**src/rtl/mod_pkg.sv**
```systemverilog
// Shared constants, mode encoding and per-lane correction helpers for the
// Kyber/Dilithium subtract/add butterfly arm.
package mod_pkg;

  localparam int KQ              = 3329;
  localparam int DQ              = 8380417;
  localparam int A_DELAY_DEFAULT = 6;

  localparam int KW = 12;   // Kyber lane width
  localparam int DW = 24;   // Dilithium word width / packed operand width

  typedef enum logic {
    MODE_K_SUB = 1'b0,
    MODE_D_ADD = 1'b1
  } mode_e;

  // A set borrow bit means the lane went negative; adding KQ folds it back,
  // and the sum is allowed to wrap at 12 bits.
  function automatic logic [KW-1:0] k_correct(input logic [KW:0] d);
    logic [KW-1:0] fixed;
    fixed = d[KW] ? (d[KW-1:0] + KW'(KQ)) : d[KW-1:0];
    return fixed;
  endfunction

  function automatic logic [DW-1:0] d_correct(input logic [DW:0] s);
    logic [DW-1:0] fixed;
    if (s >= (DW+1)'(DQ)) begin
      fixed = DW'(s - (DW+1)'(DQ));
    end else begin
      fixed = s[DW-1:0];
    end
    return fixed;
  endfunction

endpackage

```
**src/rtl/a_delay_line.sv**
```systemverilog
// Fixed-depth shift register for operand A; shifts only on an accepted input
// and exposes the oldest entry as it stood before the shift.
module a_delay_line #(
  parameter int DEPTH = 6,
  parameter int W     = 24
) (
  input  logic         clk,
  input  logic         rst,
  input  logic         shift_en,
  input  logic [W-1:0] din,
  output logic [W-1:0] oldest
);

  logic [DEPTH:0][W-1:0] chain;

  assign chain[0] = din;

  generate
    for (genvar gi = 0; gi < DEPTH; gi++) begin : g_tap
      logic [W-1:0] tap_reg;

      always_ff @(posedge clk or negedge rst) begin
        if (!rst) begin
          tap_reg <= '0;
        end else if (shift_en) begin
          tap_reg <= chain[gi];
        end
      end

      assign chain[gi+1] = tap_reg;
    end
  endgenerate

  assign oldest = chain[DEPTH];

endmodule

```
**src/rtl/mod_sub_4.sv**
```systemverilog
// Dual-mode modular arm: two 12-bit subtractions mod KQ (Kyber) or one 24-bit
// addition mod DQ (Dilithium), in a two-stage valid/ready pipeline.
module mod_sub_4
  import mod_pkg::*;
#(
  parameter int A_DELAY = A_DELAY_DEFAULT
) (
  input  logic          clk,
  input  logic          rst,
  input  logic          in_valid,
  output logic          in_ready,
  input  logic          mode,
  input  logic          sel_d_delay,
  input  logic [DW-1:0] a,
  input  logic [DW-1:0] b,
  output logic          out_valid,
  input  logic          out_ready,
  output logic [DW-1:0] result
);

  localparam int RAW_W = 2 * (KW + 1);

  logic               s1_valid_reg;
  logic [RAW_W-1:0]   s1_raw_reg;
  mode_e              s1_mode_reg;
  logic               out_valid_reg;
  logic [DW-1:0]      result_reg;

  logic               s2_adv;
  logic               s1_adv;
  logic               in_fire;
  logic [DW-1:0]      a_old;
  logic [DW-1:0]      eff_a;
  logic [RAW_W-1:0]   s1_raw_next;
  logic [DW-1:0]      result_next;
  logic [DW:0]        d_sum;
  logic [1:0][KW:0]   k_diff;
  logic [1:0][KW-1:0] k_fix;
  logic [DW-1:0]      d_fix;

  // in_ready is combinational from out_ready so a stall release refills stage 1
  // in the same cycle.
  assign s2_adv   = !out_valid_reg || out_ready;
  assign s1_adv   = !s1_valid_reg || s2_adv;
  assign in_ready = s1_adv;
  assign in_fire  = in_valid && s1_adv;

  a_delay_line #(
    .DEPTH (A_DELAY),
    .W     (DW)
  ) u_a_delay (
    .clk      (clk),
    .rst      (rst),
    .shift_en (in_fire),
    .din      (a),
    .oldest   (a_old)
  );

  assign eff_a = sel_d_delay ? a_old : a;

  // Stage-1 arithmetic: independent 13-bit lane differences, or a 25-bit sum.
  generate
    for (genvar gi = 0; gi < 2; gi++) begin : g_k_lane
      assign k_diff[gi] = {1'b0, eff_a[gi*KW +: KW]} - {1'b0, b[gi*KW +: KW]};
      assign k_fix[gi]  = k_correct(s1_raw_reg[gi*(KW+1) +: (KW+1)]);
    end
  endgenerate

  assign d_sum = {1'b0, eff_a} + {1'b0, b};

  always_comb begin
    s1_raw_next = '0;
    if (mode_e'(mode) == MODE_D_ADD) begin
      s1_raw_next = {1'b0, d_sum};
    end else begin
      s1_raw_next = k_diff;
    end
  end

  always_ff @(posedge clk or negedge rst) begin
    if (!rst) begin
      s1_valid_reg <= 1'b0;
      s1_raw_reg   <= '0;
      s1_mode_reg  <= MODE_K_SUB;
    end else begin
      if (s1_adv) begin
        s1_valid_reg <= in_fire;
      end
      if (in_fire) begin
        s1_raw_reg  <= s1_raw_next;
        s1_mode_reg <= mode_e'(mode);
      end
    end
  end

  // Stage-2 correction uses the mode captured alongside the data.
  assign d_fix = d_correct(s1_raw_reg[DW:0]);

  always_comb begin
    result_next = k_fix;
    if (s1_mode_reg == MODE_D_ADD) begin
      result_next = d_fix;
    end
  end

  always_ff @(posedge clk or negedge rst) begin
    if (!rst) begin
      out_valid_reg <= 1'b0;
      result_reg    <= '0;
    end else if (s2_adv) begin
      out_valid_reg <= s1_valid_reg;
      if (s1_valid_reg) begin
        result_reg <= result_next;
      end
    end
  end

  assign out_valid = out_valid_reg;
  assign result    = result_reg;

endmodule

```
**config.mk**
```make
export PLATFORM = sky130hd
export DESIGN_NAME = mod_sub_4
export DESIGN_NICKNAME = d
export VERILOG_FILES = /design/src/rtl/mod_pkg.sv /design/src/rtl/a_delay_line.sv /design/src/rtl/mod_sub_4.sv
export SDC_FILE = /design/constraint.sdc
export NUM_CORES = 1
export LEC_CHECK = 0
export CELL_PAD_IN_SITES_DETAIL_PLACEMENT = 1
export CELL_PAD_IN_SITES_GLOBAL_PLACEMENT = 1
export CORE_ASPECT_RATIO = 2
export CORE_UTILIZATION = 41
export DETAILED_ROUTE_END_ITERATION = 8
export PLACE_DENSITY_LB_ADDON = 0.1
export RECOVER_POWER = 50
export SYNTH_ARGS = -nofsm -noshare
export SYNTH_HDL_FRONTEND = slang
export SYNTH_SLANG_ARGS = --single-unit
```
**constraint.sdc**
```tcl
create_clock -name clk -period 2.6 [get_ports clk]
set_input_delay 0.52 -clock clk [delete_from_list [all_inputs] [get_ports clk]]
set_output_delay 0.52 -clock clk [all_outputs]
set_load 0.005 [all_outputs]
```
* After elaboration in Yosys (flattened, before gate mapping) *
Index checks and enable logic that the tools add are counted.

word-level totals
  flip-flop bits (word level) = 197
  logic and storage cells = 30
  input port bits = 54

cells by class
  $lt $le $gt $ge = 1
  multiplexer cells = 6
  add/subtract/negate cells = 6
  reduce and logical (&&, ||, !) cells = 6

operator list
  cell                    number
  $mux 24                 3
  $mux 26                 1
  $sub 12x12->13          2
  $add 24x24->25          1
  $ge 25x23->1 const B    1
  $add 12x12->12 const B  2
  $mux 12                 2
  $sub 24x23->24 const B  1
  $logic_not 1->1         2
  $logic_or 1x1->1        2
  $reduce_and 2->1        1
  $logic_and 1x1->1       1

* Depth between registers and ports, before layout *
Gate-level depths: netlist (run 1).

  word-level depth = 4
  mapped depth = 14

* By module *
Synthesis (run 1) repeated with hierarchy kept, for this count alone.

second synthesis, totals
  cell total of the unflattened synthesis = 1,061
  area total of the unflattened synthesis = 11,533.6 um^2

by module, submodules not included
  module        cells an instance  area an instance (um^2)  instances
  mod_sub_4     757                5,953.2                  1
  a_delay_line  304                5,580.4                  1

* Worst setup path after synthesis (run 1) *
OpenSTA, ideal clock, no wires.

  path type = input -> register
  start point = input sel_d_delay
  end point = register s1_raw_reg[22]
  arrival = 3,541 ps
  path slack = -1,051 ps
  stages on the path = 12
  required time = 2,490 ps
  cell sequence = clkbuf_1 -> clkbuf_1 -> mux2_2 -> ha_1 -> nor2b_1 -> a2111oi_2 -> a2111oi_2 -> o21ai_1 -> a41oi_1 -> a21oi_1 -> o311a_1 -> o41ai_1

between the ends
  longest elaborated chain between the ends = 3

ends and longest elaborated chain
  item                                              RTL line                          text
  from (decl)                                       mod_sub_4.sv:13                   input logic sel_d_delay,
  $mux 24 (*)                                       mod_sub_4.sv:59                   assign eff_a = sel_d_delay ? a_old : a;
  $add 24x24->25 or $sub 12x12->13 (tied branches)  mod_sub_4.sv:69, mod_sub_4.sv:64
  $mux 26 (*)                                       mod_sub_4.sv:73                   if (mode_e'(mode) == MODE_D_ADD) begin
  to (signal assigned)                              mod_sub_4.sv:90                   s1_raw_reg <= s1_raw_next;
  to (decl)                                         mod_sub_4.sv:24                   logic [RAW_W-1:0] s1_raw_reg;

Mark *: on every way between the ends. The rest lies on a longest branch, timed or not.
A chain may end at the register's enable or synchronous reset.

* Worst setup path in the final report (run 1) *
  start point = register u_a_delay.g_tap[5].tap_reg[0], in the netlist u_a_delay.oldest[0]
  end point = register s1_raw_reg[22]

between the ends
  longest elaborated chain between the ends = 3

ends and longest elaborated chain
  item                    RTL line            text
  from (decl)             a_delay_line.sv:20  logic [W-1:0] tap_reg;
  from (signal assigned)  a_delay_line.sv:26  tap_reg <= chain[gi];
  $mux 24                 mod_sub_4.sv:59
  $add 24x24->25          mod_sub_4.sv:69     assign d_sum = {1'b0, eff_a} + {1'b0, b};
  $mux 26                 mod_sub_4.sv:73

Every way passes these cells.

==> results_dict.tcl, run 1 <==
set metrics [dict create \
    outcome "complete, but fails checks" \
    violations "max-capacitance violations, max-slew violations, negative setup slack" \
    firstDrtPassIters 4 \
    hold_class "primary input to register" \
    globalplace.congestion 0.887 \
    rows 85 \
    maxClockFrequency_ghz 0.334 \
    synth.avg_cell_area_um2 8.36 \
    path_cells "mux2i_1 -> inv_1 -> ha_2 -> fa_2 -> nor2b_4 -> o211ai_1 -> buf_4 -> a2111oi_4 -> o21ai_2 -> a41oi_4 -> a21oi_2 -> o311a_1 -> o41ai_2" \
    vias 10200 \
    start_util_pct 41.7 \
    diodes 0 \
    drt-initial-drc-count 409 \
    ir_drop_mv 0.564 \
    postSynth.asyncResetShare_pct 100 \
    r2r-start "u_a_delay.oldest[0]" \
    dpl.cell_count 1899 \
    period_share_pct 115 \
    maxCapViolations 1 \
    clock_skew_ns 0.0109 \
    synthFlopType "dfrtp_1" \
    p_total_mw 11.8 \
    drv_slew 66 \
    powerDensity_nw_per_um2 771 \
    cts_sinks 197 \
    fin_area_um2 15300 \
    start_kind "register" \
    die_h_um 235 \
    worstSkewPairLatency_ns 0.47 \
    tightestPinTransition_ns 1.70 \
    worst_hold_path.endpoint "u_a_delay.g_tap[0].tap_reg[5]" \
    synth_edf_count 0 \
    die_x_um 119 \
    path_class "register to register" \
    drc_errors 0 \
    ys_seq_area_share_pct 44.2 \
    arrival_ns 3.35 \
    drive_above_1_share_pct 24.6 \
    wirelength_um 34400 \
    syn_to_final_growth_pct 37.1 \
    ant_nets 0 \
    path_max_fanout 3 \
    hold_depth 3 \
    critical_path.slowest_cell "dfrtp_1" \
    end_kind "register" \
    synth.net_count 1450 \
    coreArea_um2 26800 \
    dieArea_um2 27900 \
    cts.htree.levels 4 \
    syn-cell-area_um2 11200 \
    clkTransAtPathRegs_ns 0.07 \
    ios 80 \
    netlist_instances 1335 \
    rrSetupSlack_ns -0.39 \
    grt_pass1_wl_um 55700 \
    synthTopCellsByArea "dfrtp_1 (44%), nand2_1 (17%), ha_1 (6.5%)" \
    antenna_found_initial 0 \
    grt_max_degree 70 \
    ys_types 75 \
    critPathTopFamily "compound AO/OA/AOI/OAI gates" \
    ys_warn_count 0 \
    fill_cells 3160 \
    min-delay-start "a[5]" \
    cts_made_buffers 17 \
    grt_pass1_vias 11100 \
    synth_seq_cells 197 \
    dpl.hpwl_um 24800 \
    r2r-end "s1_raw_reg[22]" \
    cts_tree "built" \
    fin_ws_ns -0.392 \
    clockBufferDepth 2 \
    viasPerCell 5.26 \
    buffer_ports.inserted 79 \
    avgRoutedWirePerCell_um 17.7 \
    root_buffer "clkbuf_16" \
    p_leak_nw 7.50 \
    period_minus_slack_ns 2.99 \
    relSlewSlack_pct -13.5 \
    critPathRequiredTime_ns 2.95 \
    synth_area_leader_cell "dfrtp_1" \
    final_nets 1701 \
    synth_top_area_share_pct 44.2 \
    rsz0062_at_grt "yes" \
    cp_num_buf_inv 2 \
    critPathMaxStageDelay_ns 0.42 \
    grt_usage_pct 25.5 \
    setup-violations-final 18 \
    r2r.worst_path.cells 13 \
    instances_no_fill 1947 \
    hold_viol 0 \
    grt-ovfl-total 0 \
    largest_reg_flops 120 \
    dpl_cell_area_um2 14200 \
]
kinds of logic after synthesis:
kind of cell	count (synthesis)	share of synthesized area, %
XOR/XNOR	52	4.08
AND/OR/NAND/NOR	665	25.1
multiplexers	32	3.10
buffers and inverters	126	4.35
adder cells (fa/ha/maj)	61	7.04
flip-flops	197	44.2
AO/OA/AOI/OAI	202	12.2
placed cells by master (no fill, tap or decap), drive strengths merged, types with 4 or more instances in the layout:
cell	instances
nand2	496
buf	216
dfrtp	197
inv	64
o21ai	64
clkdlybuf4s50	61
ha	58
nor2	49
a21oi	44
xnor2	34
clkbuf	28
nor3	21
nand3	21
mux2	21
nand2b	18
xor2	18
dlygate4sd2	15
nor2b	15
a22oi	11
mux2i	11
o31ai	11
nor4	10
a31oi	8
and3	8
o211ai	6
a2111oi	6
o41ai	5
o21bai	5
or3	5
a211oi	5
nand3b	4
o21a	4
and4	4
a221oi	4
layer usage:
metal	part of all wire, %	track usage, %	routed length (um)	up-vias
met5	0	0	0	-
met4	5.0	15.0	1740	0
met3	2.1	3.85	712	102
met2	55	47.6	18900	175
met1	38	26.4	13100	5058
li1	-	-	-	4901
final cells by class:
cell class,count,area [um2],share of cell area (%)
Inverter,58,223,1.46
Sequential cell,197,4930,32.2
Clock buffer,21,460,3.01
Timing Repair Buffer,300,2560,16.7
Clock inverter,11,115,0.752
Tap cell,348,435,2.85
Multi-Input combinational cell,1012,6580,43.0
timing repair:
| item | CTS | global route |
|---|---|---|
| hold buffers | 0 | 0 |
| endpoints found under the setup margin | 23 | 24 |
| gates cloned | 1 | 0 |
| setup buffers | 12 | 8 |
| pin swaps | 42 | 35 |
| gates resized for setup | 82 | 38 |
per-stage QoR:
stage	hold slack (ns)	setup slack, ns	util, %	TNS, ns
6_report	0.449	-0.392	57.1	-3.28
3_3_place_gp	0.445	-1.18	53.0	-21.14
5_1_grt	0.452	-0.531	57.1	-6.62
3_5_place_dp	0.451	-1.30	53.0	-23.00
2_1_floorplan	0.224	-0.446	-	-4.30
4_1_cts	0.0489	-0.368	56.6	-1.82
worst max path at each step:
stage	start	endpoint	cells after the start
6_report	u_a_delay.oldest[0]	s1_raw_reg[22]	13
5_1_grt	u_a_delay.oldest[0]	s1_raw_reg[22]	13
3_5_place_dp	sel_d_delay	s1_raw_reg[23]	13
4_1_cts	u_a_delay.oldest[0]	s1_raw_reg[24]	13
2_1_floorplan	sel_d_delay	s1_raw_reg[24]	13
3_3_place_gp	sel_d_delay	s1_raw_reg[23]	13
worst reg2reg max path, cell delays in order, from the launching register on:
cell,delay [ns]
dfrtp_1,0.42
mux2i_1,0.13
inv_1,0.08
ha_2,0.18
fa_2,0.21
nor2b_4,0.15
o211ai_1,0.12
buf_4,0.19
a2111oi_4,0.38
o21ai_2,0.13
a41oi_4,0.22
a21oi_2,0.11
o311a_1,0.32
o41ai_2,0.25
cell usage after synthesis (3+ instances only):
cell       count
nand2b_1      18
a21boi_0       3
or2_2          3
nand3b_1       3
a211oi_1       5
and3_1         8
a221oi_1       3
o211ai_1       6
a21oi_1       44
o21ai_1        5
o221ai_1       3
a2111oi_0      4
dfrtp_1      197
fa_1           3
mux2i_1       11
o21bai_1       5
nand2_1      494
o41ai_1        4
nor4_1        10
a311oi_1       3
o21a_1         3
buf_1          9
o31a_1         3
or3_1          5
and4_1         3
mux2_2        21
a22oi_1       11
o21ai_0       59
xor2_1        18
clkbuf_1      54
buf_2          4
nand3_1       20
inv_1         58
nor2b_1       15
a31oi_1        8
and2_1         3
nor2_1        49
nor3_1        21
xnor2_1       34
o31ai_1        8
ha_1          58
power breakdown:
part | leakage, nW | internal [mW] | switching (mW)
clock | 0.275 | 1.40 | 1.28
combinational | 4.72 | 2.39 | 2.41
sequential | 2.50 | 3.81 | 0.519
total | 7.50 | 7.60 | 4.21
(Power assumes the default switching activity.)
==> run 2, diff against run 1 <==
--- a/config.mk
+++ b/config.mk
@@ -8,7 +8,7 @@
 export CELL_PAD_IN_SITES_DETAIL_PLACEMENT = 1
 export CELL_PAD_IN_SITES_GLOBAL_PLACEMENT = 1
 export CORE_ASPECT_RATIO = 2
-export CORE_UTILIZATION = 41
+export CORE_UTILIZATION = 43
 export DETAILED_ROUTE_END_ITERATION = 8
 export PLACE_DENSITY_LB_ADDON = 0.1
 export RECOVER_POWER = 50
==> constraint.sdc (replaced) <==
create_clock -name clk -period 3 [get_ports clk]
set_input_delay 0.6 -clock clk [delete_from_list [all_inputs] [get_ports clk]]
set_output_delay 0.6 -clock clk [all_outputs]
set_load 0.005 [all_outputs]
==> results_dict.tcl, run 2 (same netlist as run 1, synthesis figures left out) <==
set metrics [dict create \
    end_kind "register" \
    setup-violations-final 0 \
    r2r-start "u_a_delay.oldest[2]" \
    dpl.hpwl_um 24300 \
    largest_reg_flops 120 \
    min-delay-start "u_a_delay.g_tap[0].tap_reg[23]" \
    grt_pass1_wl_um 55400 \
    crit_start "sel_d_delay" \
    drv_slew 79 \
    final_common_cell "nand2_1" \
    path_class "primary input to register" \
    fin_area_um2 14900 \
    ctsHoldBuffers 0 \
    r2r-end "s1_raw_reg[24]" \
    clockBufferDepth 2 \
    clock_skew_ns 0.0112 \
    internal_power_mw 6.39 \
    holdWs_ns 0.464 \
    die_x_um 116 \
    cts_tree "built" \
    firstDrtPassIters 6 \
    crit_end "s1_raw_reg[23]" \
    p_leak_nw 7.29 \
    ant_nets 0 \
    dieArea_um2 26600 \
    layout_common_cells "nand2_1 (493), dfrtp_1 (197), buf_4 (170), clkdlybuf4s50_1 (66)" \
    outcome "complete, but fails checks" \
    place_ws_ns -1.07 \
    p_total_mw 9.96 \
    cts_made_buffers 17 \
    maxClockFrequency_ghz 0.338 \
    p_switching_mw 3.57 \
    start_util_pct 43.7 \
    worstSkewPairLatency_ns 0.47 \
    violations "design-rule violations, max-capacitance violations, max-slew violations" \
    drc_errors 2 \
    path_cells "buf_6 -> buf_12 -> buf_12 -> buf_4 -> mux2_4 -> ha_4 -> buf_6 -> nor4_2 -> a21oi_1 -> a31oi_1 -> or3_1 -> o221a_4 -> a21oi_2 -> mux2i_1 -> a31oi_1" \
    diodes 0 \
    final_nets 1668 \
    grt_max_degree 126 \
    path_max_fanout 8 \
    vias 10200 \
    hold_class "register to register" \
    cts_sinks 197 \
    syn_to_final_growth_pct 33.2 \
    r2r.worst_path.cells 11 \
    die_h_um 230 \
    antenna_found_initial 0 \
    cp_num_buf_inv 5 \
    coreArea_um2 25500 \
    cts.htree.levels 4 \
    rows 83 \
    tightestPinTransition_ns 2.03 \
    grt_pass1_vias 10900 \
    clkTransAtPathRegs_ns 0.07 \
    powerDensity_nw_per_um2 670 \
    ir_drop_mv 0.531 \
    drt-initial-drc-count 363 \
    wirelength_um 34800 \
    hold_viol 0 \
    path_depth 15 \
    dpl_cell_area_um2 13800 \
    rrSetupSlack_ns 0.11 \
    period_share_pct 98.7 \
    drive_above_1_share_pct 21.8 \
    globalplace.congestion 0.915 \
    critPathMaxStageDelay_ns 0.39 \
    grt-ovfl-total 0 \
    critPathRequiredTime_ns 3.34 \
    viasPerCell 5.36 \
    grt_usage_pct 27.2 \
    relSlewSlack_pct -35.1 \
    clkPwrFrac_pct 22.9 \
    pwr-share-comb_pct 38.8 \
    post-route-util_pct 58.2 \
    critPathTopFamily "compound AO/OA/AOI/OAI gates" \
    root_buffer "clkbuf_16" \
    avgRoutedWirePerCell_um 18.3 \
    maxCapViolations 1 \
    fin_ws_ns 0.0381 \
    arrival_ns 3.30 \
    period_minus_slack_ns 2.96 \
    critical_path.slowest_cell "nor4_2" \
    p_seq_share_pct 38.3 \
    start_kind "primary input" \
    buffer_ports.inserted 79 \
    ios 80 \
    switching_share_pct 35.8 \
]
-- run 2: area by class of cell --
cell class,count,area (um2)
Clock buffer,20,447
Fill cell,3044,10700
Multi-Input combinational cell,1012,6420
Clock inverter,12,116
Tap cell,340,425
Sequential cell,197,4930
Inverter,58,224
Timing Repair Buffer,267,2310
-- run 2: worst min-delay path by stage --
| stage | cells past startpoint | end |
|---|---|---|
| global route | 2 | u_a_delay.g_tap[1].tap_reg[0] |
| finish | 2 | u_a_delay.g_tap[1].tap_reg[23] |
| detailed placement | 2 | u_a_delay.g_tap[2].tap_reg[8] |
| floorplan | 0 | out_valid |
| CTS | 1 | result[2] |
| global placement | 2 | u_a_delay.g_tap[1].tap_reg[18] |
-- run 2: metal layers --
layer | GRT usage [%] | wire length [um] | share of wire [%]
met4 | 16.5 | 1960 | 5.6
met3 | 4.59 | 847 | 2.4
met5 | 0 | 0 | 0
met2 | 49.6 | 19000 | 55
met1 | 28.3 | 13000 | 37
-- run 2: stage by stage --
| step | TNS [ns] | instances |
|---|---|---|
| after floorplan | -0.364 | 1335 |
| after global placement | -15.64 | 1854 |
| after detailed placement | -16.94 | 1854 |
| after CTS | 0 | 1898 |
| after global routing | -0.0370 | 1906 |
| final | 0 | 1906 |
-- run 2: power groups by stage --
stage          logic [mW]  registers [mW]  clock network (mW)
3_3_place_gp         3.42            3.82                   0
3_5_place_dp         3.54            3.86                   0
6_report             3.86            3.82                2.28
2_1_floorplan        2.09            3.69                   0
5_1_grt              4.24            3.90                2.43
4_1_cts              3.71            3.81                2.34
-- run 2: repair_timing --
action                     CTS  global route
pin swaps                   21            19
resized for setup           54            44
setup buffers               13             8
setup endpoints to repair   19            16
-- run 2: worst min-delay path, cell delays in order, from the launching register on --
cell,delay [ns]
dfrtp_1,0.34
nand2_1,0.05
nand2_1,0.05
